--- config.mk ---
export PLATFORM = sky130hd
export DESIGN_NAME = capture_sequencer
export DESIGN_NICKNAME = d
export VERILOG_FILES = /design/src/rtl/dso_seq_pkg.sv /design/src/rtl/seq_timer.sv /design/src/rtl/capture_sequencer.sv
export SDC_FILE = /design/constraint.sdc
export NUM_CORES = 1
export LEC_CHECK = 0
export CAP_MARGIN = 15
export CORE_ASPECT_RATIO = 2
export CORE_MARGIN = 2
export CORE_UTILIZATION = 39
export CTS_BUF_LIST = sky130_fd_sc_hd__clkbuf_2
export CTS_CLUSTER_DIAMETER = 200
export DETAILED_ROUTE_END_ITERATION = 8
export GPL_ROUTABILITY_DRIVEN = 0
export PLACE_DENSITY = 0.62
export SETUP_SLACK_MARGIN = 0.2
export SYNTH_ARGS = -nofsm -noshare
export SYNTH_HDL_FRONTEND = slang
export SYNTH_SLANG_ARGS = --single-unit
--- constraint.sdc ---
create_clock -name clk -period 6.4 [get_ports clk]
set_clock_uncertainty 0.1 [all_clocks]
set_input_delay 1.92 -clock clk [delete_from_list [all_inputs] [get_ports clk]]
set_output_delay 1.92 -clock clk [all_outputs]
set_load 0.05 [all_outputs]
--- src/rtl/dso_seq_pkg.sv ---
// Shared run-mode codes and state encodings for the capture run-control path.
package dso_seq_pkg;

  localparam logic [1:0] MODE_STOP   = 2'd0;
  localparam logic [1:0] MODE_SINGLE = 2'd1;
  localparam logic [1:0] MODE_NORMAL = 2'd2;
  localparam logic [1:0] MODE_AUTO   = 2'd3;

  localparam logic [2:0] S_IDLE      = 3'd0;
  localparam logic [2:0] S_HOLDOFF   = 3'd1;
  localparam logic [2:0] S_ARM       = 3'd2;
  localparam logic [2:0] S_WAIT_TRIG = 3'd3;
  localparam logic [2:0] S_FILL      = 3'd4;
  localparam logic [2:0] S_DONE      = 3'd5;

  function automatic logic mode_rearms(input logic [1:0] m);
    return (m == MODE_NORMAL) || (m == MODE_AUTO);
  endfunction

endpackage

--- src/rtl/seq_timer.sv ---
// Loadable down-counter that stops at zero; zero_o flags the terminal count.
module seq_timer #(
  parameter int unsigned W = 16
) (
  input  logic         clk,
  input  logic         rst,
  input  logic         load_i,
  input  logic [W-1:0] load_val_i,
  input  logic         en_i,
  output logic         zero_o
);

  logic [W-1:0] count_q;

  always_ff @(posedge clk or posedge rst) begin
    if (rst) begin
      count_q <= '0;
    end else if (load_i) begin
      count_q <= load_val_i;
    end else if (en_i && (count_q != '0)) begin
      count_q <= count_q - W'(1);
    end
  end

  assign zero_o = (count_q == '0);

endmodule

--- src/rtl/capture_sequencer.sv ---
// DSO acquisition run-control: arm -> trigger -> fill -> readout -> re-arm.
// Define SEQ_FRAME_COUNTER_EN to build the frame_count counter (tied to 0 otherwise).
module capture_sequencer #(
  parameter int unsigned HO_W = 16,
  parameter int unsigned TO_W = 24
) (
  input  logic            clk,
  input  logic            rst,
  input  logic [1:0]      run_mode,
  input  logic            start,
  input  logic            stop,
  input  logic [HO_W-1:0] holdoff,
  input  logic [TO_W-1:0] auto_timeout,
  input  logic            host_ready,
  input  logic            host_done,
  output logic            drv_trigger_req,
  output logic            drv_force_trig,
  output logic            drv_ready,
  input  logic            drv_waiting,
  input  logic            drv_triggered,
  input  logic            drv_valid,
  output logic            frame_ready,
  output logic            auto_fired,
  output logic            busy,
  output logic [2:0]      state_o,
  output logic [15:0]     frame_count
);

  import dso_seq_pkg::*;

  logic [2:0] state_q, state_d;
  logic [1:0] mode_q;
  logic       to_en_q;
  logic       trig_req_q, force_q, drv_ready_q, frame_ready_q, auto_fired_q, busy_q;
  logic       ho_zero, to_zero, ho_load, to_load, mode_load, fire;

  always_comb begin
    state_d = state_q;
    if (stop) begin
      state_d = S_IDLE;
    end else begin
      case (state_q)
        S_IDLE:      if (start && (run_mode != MODE_STOP)) state_d = S_HOLDOFF;
        S_HOLDOFF:   if (ho_zero) state_d = S_ARM;
        S_ARM:       if (drv_waiting) state_d = S_WAIT_TRIG;
        S_WAIT_TRIG: if (drv_triggered) state_d = S_FILL;
        S_FILL:      if (drv_valid) state_d = S_DONE;
        S_DONE:      if (host_done) state_d = mode_rearms(run_mode) ? S_HOLDOFF : S_IDLE;
        default:     state_d = S_IDLE;
      endcase
    end
  end

  assign ho_load   = (state_d == S_HOLDOFF)   && (state_q != S_HOLDOFF);
  assign to_load   = (state_d == S_WAIT_TRIG) && (state_q != S_WAIT_TRIG);
  assign mode_load = !stop && (((state_q == S_IDLE) && start) || ((state_q == S_DONE) && host_done));

  // Timer is loaded with timeout-1 so the force pulse lands exactly auto_timeout clks after entry.
  assign fire = !stop && (state_q == S_WAIT_TRIG) && to_en_q && to_zero
              && !auto_fired_q && !drv_triggered;

  seq_timer #(.W(HO_W)) u_holdoff_tmr (
    .clk        (clk),
    .rst        (rst),
    .load_i     (ho_load),
    .load_val_i (holdoff),
    .en_i       (state_q == S_HOLDOFF),
    .zero_o     (ho_zero)
  );

  seq_timer #(.W(TO_W)) u_timeout_tmr (
    .clk        (clk),
    .rst        (rst),
    .load_i     (to_load),
    .load_val_i (auto_timeout - TO_W'(1)),
    .en_i       (state_q == S_WAIT_TRIG),
    .zero_o     (to_zero)
  );

  always_ff @(posedge clk or posedge rst) begin
    if (rst) begin
      state_q       <= S_IDLE;
      mode_q        <= MODE_STOP;
      to_en_q       <= 1'b0;
      trig_req_q    <= 1'b0;
      force_q       <= 1'b0;
      drv_ready_q   <= 1'b0;
      frame_ready_q <= 1'b0;
      auto_fired_q  <= 1'b0;
      busy_q        <= 1'b0;
    end else begin
      state_q       <= state_d;
      busy_q        <= (state_d != S_IDLE);
      trig_req_q    <= (state_d == S_ARM);
      force_q       <= fire;
      drv_ready_q   <= (state_d == S_DONE) && host_ready;
      frame_ready_q <= (state_d == S_DONE);
      if (mode_load) mode_q <= run_mode;
      if (to_load) to_en_q <= (mode_q == MODE_AUTO) && (auto_timeout != '0);
      if (stop) begin
        auto_fired_q <= 1'b0;
      end else if (fire) begin
        auto_fired_q <= 1'b1;
      end else if ((state_q == S_DONE) && host_done) begin
        auto_fired_q <= 1'b0;
      end
    end
  end

`ifdef SEQ_FRAME_COUNTER_EN
  logic [15:0] frame_count_q;
  logic        frame_done;

  assign frame_done = (state_q == S_FILL) && (state_d == S_DONE);

  always_ff @(posedge clk or posedge rst) begin
    if (rst) begin
      frame_count_q <= '0;
    end else if (frame_done) begin
      frame_count_q <= frame_count_q + 16'd1;
    end
  end

  assign frame_count = frame_count_q;
`else
  assign frame_count = '0;
`endif

  assign state_o         = state_q;
  assign busy            = busy_q;
  assign drv_trigger_req = trig_req_q;
  assign drv_force_trig  = force_q;
  assign drv_ready       = drv_ready_q;
  assign frame_ready     = frame_ready_q;
  assign auto_fired      = auto_fired_q;

endmodule
==> results of run 1 <==
cell type report:
class | count | share of cell area [%]
diodes | 1 | 0.0590
clock buffers | 5 | 0.590
flip-flops and latches | 52 | 30.7
clock inverters | 2 | 1.42
repair buffers | 65 | 15.0
well taps | 102 | 3.01
inverters | 9 | 0.797
multi-input cells | 325 | 48.5
synthesized netlist by cell type (7+ instances only):
master and number:
or4_1 8, nand4_1 7, clkbuf_1 13, nor2_1 38, xor2_1 17, a21oi_1 7, buf_4 17, mux2i_1 13
nand3_1 13, inv_1 9, nor3_1 15, dfrtp_1 52, xnor2_1 24, nor4_1 18, or3_1 13, nand2_1 39
o21ai_0 20
flip-flops by register name, summed over array words and instances (netlist names):
register               count
mode_q                     2
drv_force_trig             1
u_holdoff_tmr.count_q     16
busy                       1
drv_trigger_req            1
to_en_q                    1
auto_fired                 1
frame_ready                1
drv_ready                  1
u_timeout_tmr.count_q     24
state_o                    3
stage by stage:
stage                     cells  utilization, %  instance area, um^2
after CTS                   560            47.7                 4240
final                       561            47.7                 4240
after detailed placement    553            46.7                 4150
after global placement      553            46.7                 4150
after floorplan             421               -                 3590
after global routing        561            47.7                 4240
power breakdown:
group          switching, uW  internal [uW]
registers               68.3            384
clock network            112            103
logic                    133            118
total                    313            604
critical path: stages:
cell and delay [ns]:
clkdlybuf4s50_1 0.48, or3b_2 0.46, a211o_1 0.34, nand4_1 0.13
nor2b_4 0.36, mux2i_1 0.24, ha_1 0.33, nand4_1 0.20
or3_1 0.38, or4_1 0.49, xor2_1 0.15, mux2i_1 0.12
layer usage:
layer  vias up  track usage [%]  share of wire (%)
met5         -                0                  0
met4         0             9.43                3.0
met3        16             2.47                3.3
met2        78             35.4                 59
met1      1548             19.6                 35
li1       1556                -                  -
logic make-up (layout without fill, tap and decap cells):
family | after synthesis | count (layout) | synth area share [%]
AO/OA/AOI/OAI | 71 | 71 | 13.9
XOR/XNOR | 41 | 41 | 10.2
adder cells (fa/ha/maj) | 2 | 2 | 0.708
buffers and inverters | 44 | 81 | 6.80
flip-flops | 52 | 52 | 36.8
multiplexers | 17 | 17 | 4.96
other | 1 | 17 | 0.106
AND/OR/NAND/NOR | 178 | 178 | 26.5
path summary, 6_finish.rpt:
kind | start | endpoint | depth (start not counted)
min in group asynchronous | rst | to_en_q | 3
setup reg to reg | u_holdoff_tmr.count_q[0] | u_timeout_tmr.count_q[20] | 13
max in group asynchronous | rst | u_holdoff_tmr.count_q[6] | 3
setup / recovery | start | u_timeout_tmr.count_q[20] | 12
hold reg to reg | u_timeout_tmr.count_q[21] | u_timeout_tmr.count_q[21] | 1
hold / removal | u_timeout_tmr.count_q[21] | u_timeout_tmr.count_q[21] | 1
==> qor.tcl, run 1 <==
set qor(flow.area_growth_from_synthesis_pct) 20.0
set qor(floorplan.die_area_um2) 9880
set qor(synth.avg_cell_area_um2) 8.70
set qor(synth.yosys.seq_area_share_pct) 36.8
set qor(wl_um) 9200
set qor(cts_setup_buffers) 0
set qor(drtAntennaViolNets) 0
set qor(slew_headroom_pct) 43.1
set qor(totalNegativeSetupSlack_ns) 0
set qor(clock_sinks) 52
set qor(route.detailed.vias_per_inst) 5.70
set qor(pre_cts_slack_ns) 0.581
set qor(p_per_area_nw_per_um2) 216
set qor(global_router_s_overall_resource_usage_pct) 18.9
set qor(synth-warning-count) 0
set qor(drv.max_cap_violation_count) 0
set qor(time_the_final_worst_path_needs_with_i_o_delays_and_setup_ns) 5.27
set qor(chipHeight_um) 139
set qor(io_pins) 76
set qor(grt_overflow) 0
set qor(r2r_slack_ns) 2.16
set qor(grt_start_max_net_pins) 53
set qor(final.fill_count) 863
set qor(rsz0062_at_grt) {false}
set qor(power.leakage_uw) 0.00154
set qor(clkSlewWorstSetupHoldPaths_ns) 0.27
set qor(buffer_ports.inserted) 59
set qor(detail_route.wl_per_cell_um) 16.4
set qor(post-layout-total-power_uw) 918
set qor(drtIter0Drc) 166
set qor(post_cts_resize_count) 0
set qor(dominantRegCellSynth) {dfrtp_1}
set qor(async_reset_ff_share_pct) 100
set qor(tightestPinTransition_ns) 0.832
set qor(peakVddDrop_v) 0.000140
set qor(crit_required_ns) 6.73
set qor(finalHoldWorstSlack_ns) 0.401
set qor(routed-via-count) 3198
set qor(post_synth_main_area_contributors) {dfrtp_1 (37%), xnor2_1 (6.0%), xor2_1 (4.2%)}
set qor(mostFrequentLayoutCells) {clkdlybuf4s50_1 (59), dfrtp_1 (52), nand2_1 (39), nor2_1 (38), xnor2_1 (24)}
set qor(total_cts_buffers) 5
set qor(netlist_area_um2) 3530
set qor(ratio_of_cells_with_drive_above_1_in_the_final_layout_pct) 6.33
set qor(timing_max_transition_violations_final) 0
set qor(clock_tree.root_cell) {clkbuf_2}
set qor(grt_antenna_before_repair) 1
set qor(synth.lib_cells_used.distinct) 57
set qor(final_critical_path_setup_slack_ns) 1.13
set qor(drcViolationCount) 0
set qor(layout_commonest_cell) {clkdlybuf4s50_1}
set qor(max_freq_mhz) 190
set qor(worst_setup_path_start_kind) {primary input}
set qor(area_used_by_multi_input_combinational_logic_um2) 2050
set qor(timing.final.hold_violations) 0
set qor(max-clock-path-buffers) 2
set qor(num-nets-final) 511
set qor(grt_first_pass_wirelength_um) 14900
set qor(hpwl_um) 7060
set qor(timing_worst_setup_path_type) {in2reg}
set qor(fp-row-count) 49
set qor(synth_cells) 406
set qor(run_status) {completed}
set qor(cts_tree) {yes}
set qor(critical_path_arrival_ns) 5.61
set qor(synth_top_area_share_pct) 36.8
set qor(floorplan.die.width_um) 71.3
set qor(finalCritPeriodShare_pct) 82.4
set qor(start_util_pct) 39.7
set qor(cts_max_level) 2
set qor(first_global_vias) 3175
set qor(floorplan.core_area_um2) 8890
set qor(synth_largest_area_cell) {dfrtp_1}
set qor(hold_path_class) {reg2reg}
set qor(yosys_register_bits) 52
set qor(category_of_the_worst_setup_path_capture_point) {register}
set qor(finalSetupViolCount) 0
set qor(worst_skew_pair.late_latency_ns) 0.47
set qor(synth_edf_count) 0
set qor(drt_pre_antenna_iters) 6
set qor(timing.critical_path.fanout_max) 12
set qor(postCtsHoldBufs) 0
set qor(final-seq-area_um2) 1300
Power figures use the tool's default switching activity.
==> run 2: changes to the inputs <==
PLACE_DENSITY = 0.64   (was 0.62)
clock period = 4.75 ns   (was 6.4 ns; I/O delays follow)
==> run 2 against run 1 <==
Effect of this change: hold slack got worse by 0.0016 ns; critical path depth did not move; largest cell class unchanged; wire length fell by 1.5%; count of clock-buffer cells in the layout did not move; cell count rose by 1.4%; die area did not move; register-to-register slack got worse by 1.4 ns; non-clock buffer count rose by 7; flip-flop and latch count did not move.
==> qor.tcl, run 2 (synthesis gave the netlist of run 1 again) <==
set qor(run_status) {completed} ;# unchanged
set qor(hold_path_class) {reg2reg} ;# unchanged
set qor(peakVddDrop_v) 0.000201 ;# was 0.000140 V
set qor(cts_max_level) 2 ;# unchanged
set qor(fp-row-count) 49 ;# unchanged
set qor(max-clock-path-buffers) 2 ;# unchanged
set qor(reg2reg_depth) 13 ;# unchanged
set qor(wl_um) 9060 ;# was 9200 um
set qor(clock_tree.root_cell) {clkbuf_2} ;# unchanged
set qor(category_of_the_worst_setup_path_capture_point) {register} ;# unchanged
set qor(hpwl_um) 7040 ;# was 7060 um
set qor(p_per_area_nw_per_um2) 280 ;# was 216 nW/um^2
set qor(finalSetupViolCount) 0 ;# unchanged
set qor(worstHoldPathCells) 1 ;# unchanged
set qor(grt_overflow) 0 ;# unchanged
set qor(worst_setup_path_start_kind) {primary input} ;# unchanged
set qor(drtIter0Drc) 150 ;# was 166
set qor(power.leakage_uw) 0.00156 ;# was 0.00154 uW
set qor(timing.final.hold_violations) 0 ;# unchanged
set qor(largest-register) {u_timeout_tmr.count_q} ;# unchanged
set qor(layout_commonest_cell) {clkdlybuf4s50_1} ;# unchanged
set qor(detail_route.wl_per_cell_um) 15.9 ;# was 16.4 um
set qor(total_cts_buffers) 5 ;# unchanged
set qor(ratio_of_cells_with_drive_above_1_in_the_final_layout_pct) 8.15 ;# was 6.33%
set qor(clkSlewWorstSetupHoldPaths_ns) 0.27 ;# about the same
set qor(slew_headroom_pct) 37.6 ;# was 43.1%
set qor(drt_pre_antenna_iters) 4 ;# was 6
set qor(global_router_s_overall_resource_usage_pct) 18.7 ;# was 18.9%
set qor(time_the_final_worst_path_needs_with_i_o_delays_and_setup_ns) 4.29
set qor(timing.critical_path.fanout_max) 4 ;# was 12
set qor(drv.max_cap_violation_count) 0 ;# unchanged
set qor(hold_path.startpoint) {u_timeout_tmr.count_q[21]} ;# unchanged
set qor(critical_path.reg2reg.startpoint) {u_holdoff_tmr.count_q[0]} ;# unchanged
set qor(routed-via-count) 3194 ;# was 3198
set qor(cts_tree) {yes} ;# unchanged
set qor(mostFrequentLayoutCells) {clkdlybuf4s50_1 (59), dfrtp_1 (52), nand2_1 (39), nor2_1 (38), xnor2_1 (24)} ;# unchanged
set qor(flow.area_growth_from_synthesis_pct) 21.2 ;# was 20.0%
set qor(grt_start_max_net_pins) 38 ;# was 53
set qor(placed_cells_incl_taps) 560 ;# was 553
set qor(worst_skew_pair.late_latency_ns) 0.47 ;# about the same
set qor(floorplan.core_area_um2) 8890 ;# unchanged
set qor(critical_path_arrival_ns) 4.61 ;# was 5.61 ns
set qor(chipHeight_um) 139 ;# unchanged
set qor(drcViolationCount) 0 ;# unchanged
set qor(timing_worst_setup_path_type) {in2reg} ;# unchanged
set qor(largest_reg_flops) 24 ;# unchanged
set qor(timing_max_transition_violations_final) 0 ;# unchanged
set qor(postCtsHoldBufs) 0 ;# unchanged
set qor(final_critical_path_setup_slack_ns) 0.456 ;# was 1.13 ns
set qor(stdcell_count) 569 ;# was 561
set qor(crit_required_ns) 5.06 ;# was 6.73 ns
set qor(start_util_pct) 39.7 ;# unchanged
set qor(route.detailed.vias_per_inst) 5.61 ;# was 5.70
set qor(cts_setup_buffers) 0 ;# unchanged
set qor(io_pins) 76 ;# unchanged
set qor(clock_sinks) 52 ;# unchanged
set qor(tightestPinTransition_ns) 0.927 ;# was 0.832 ns
set qor(grt_antenna_before_repair) 1 ;# unchanged
set qor(grt_first_pass_wirelength_um) 14700 ;# was 14900 um
set qor(pre_cts_slack_ns) -0.0579 ;# was 0.581 ns
set qor(post_cts_resize_count) 0 ;# unchanged
set qor(floorplan.die_area_um2) 9880 ;# unchanged
set qor(worstSetupStartpoint) {start} ;# unchanged
set qor(finalCritPeriodShare_pct) 90.4
set qor(buffer_ports.inserted) 59 ;# unchanged
set qor(final.fill_count) 862 ;# was 863
set qor(first_global_vias) 3139 ;# was 3175
set qor(drtAntennaViolNets) 0 ;# unchanged
set qor(max_freq_mhz) 233
set qor(rsz0062_at_grt) {false} ;# unchanged
set qor(num-nets-final) 518 ;# was 511
set qor(floorplan.die.width_um) 71.3 ;# unchanged
[run 2: changes by cell type in the layout (fill, tap and decap cells not counted)]
cell	before	now
or3b_4	0	1
ha_2	0	1
bufinv_16	2	1
clkinv_2	0	1
ha_1	2	1
clkinvlp_4	0	1
buf_4	6	13
or3b_2	1	0
[run 2: area by class of cell]
type | instances | area [um^2] | area share, %
tap | 102 | 128 | 2.98
sequential | 52 | 1300 | 30.4
timing repair buffer | 72 | 688 | 16.1
antenna | 1 | 2.50 | 0.0585
clock buffer | 5 | 25.0 | 0.585
multi-input combinational | 325 | 2060 | 48.1
inverter | 9 | 33.8 | 0.789
clock inverter | 3 | 42.5 | 0.994
[run 2: metrics by stage]
step                      hold slack, ns  setup TNS [ns]  cell area, um^2  total power (uW)  utilization [%]
after detailed placement           0.374         -0.0579             4210               962             47.4
after global placement             0.376               0             4210               949             47.4
after global routing               0.435               0             4280              1270             48.1
after floorplan                    0.343               0             3630               843                -
after CTS                          0.403               0             4280              1210             48.1
final                              0.399               0             4280              1200             48.1
[run 2: critical path, stage by stage]
cell	delay, ns
clkdlybuf4s50_1	0.49
or3b_4	0.38
a211o_1	0.30
nand4_1	0.11
nor2b_4	0.20
mux2i_1	0.24
ha_2	0.21
nand4_1	0.11
or3_1	0.42
or4_1	0.42
xor2_1	0.17
mux2i_1	0.13
[run 2: where the power goes]
group / internal (uW) / switching, uW / leakage [uW]
Sequential: 517 / 92.9 / 0.000648
Clock: 87.5 / 155 / 0.0000390
Combinational: 163 / 182 / 0.000870
Total: 768 / 430 / 0.00156
[run 2: worst paths after layout]
path | endpoint | slack (ns)
min | u_timeout_tmr.count_q[21] | 0.40
max in group asynchronous | u_holdoff_tmr.count_q[4] | 2.58
max | u_timeout_tmr.count_q[20] | 0.46
min reg2reg | u_timeout_tmr.count_q[21] | 0.40
min in group asynchronous | u_timeout_tmr.count_q[4] | 1.27
max reg2reg | u_timeout_tmr.count_q[20] | 0.79
[run 2: layer usage]
layer / GRT usage (%) / routed length [um] / share of wire, %
met2: 36.0 / 5230 / 58
met1: 18.7 / 3280 / 36
met3: 2.98 / 305 / 3.4
met5: 0 / 0 / 0
met4: 8.44 / 246 / 2.7
==> run 3: changes to the inputs <==
SLEW_MARGIN = 20   (was not set)
==> results of run 3 <==
Same layout as run 2: the final DEF is identical, and so are final timing and power.
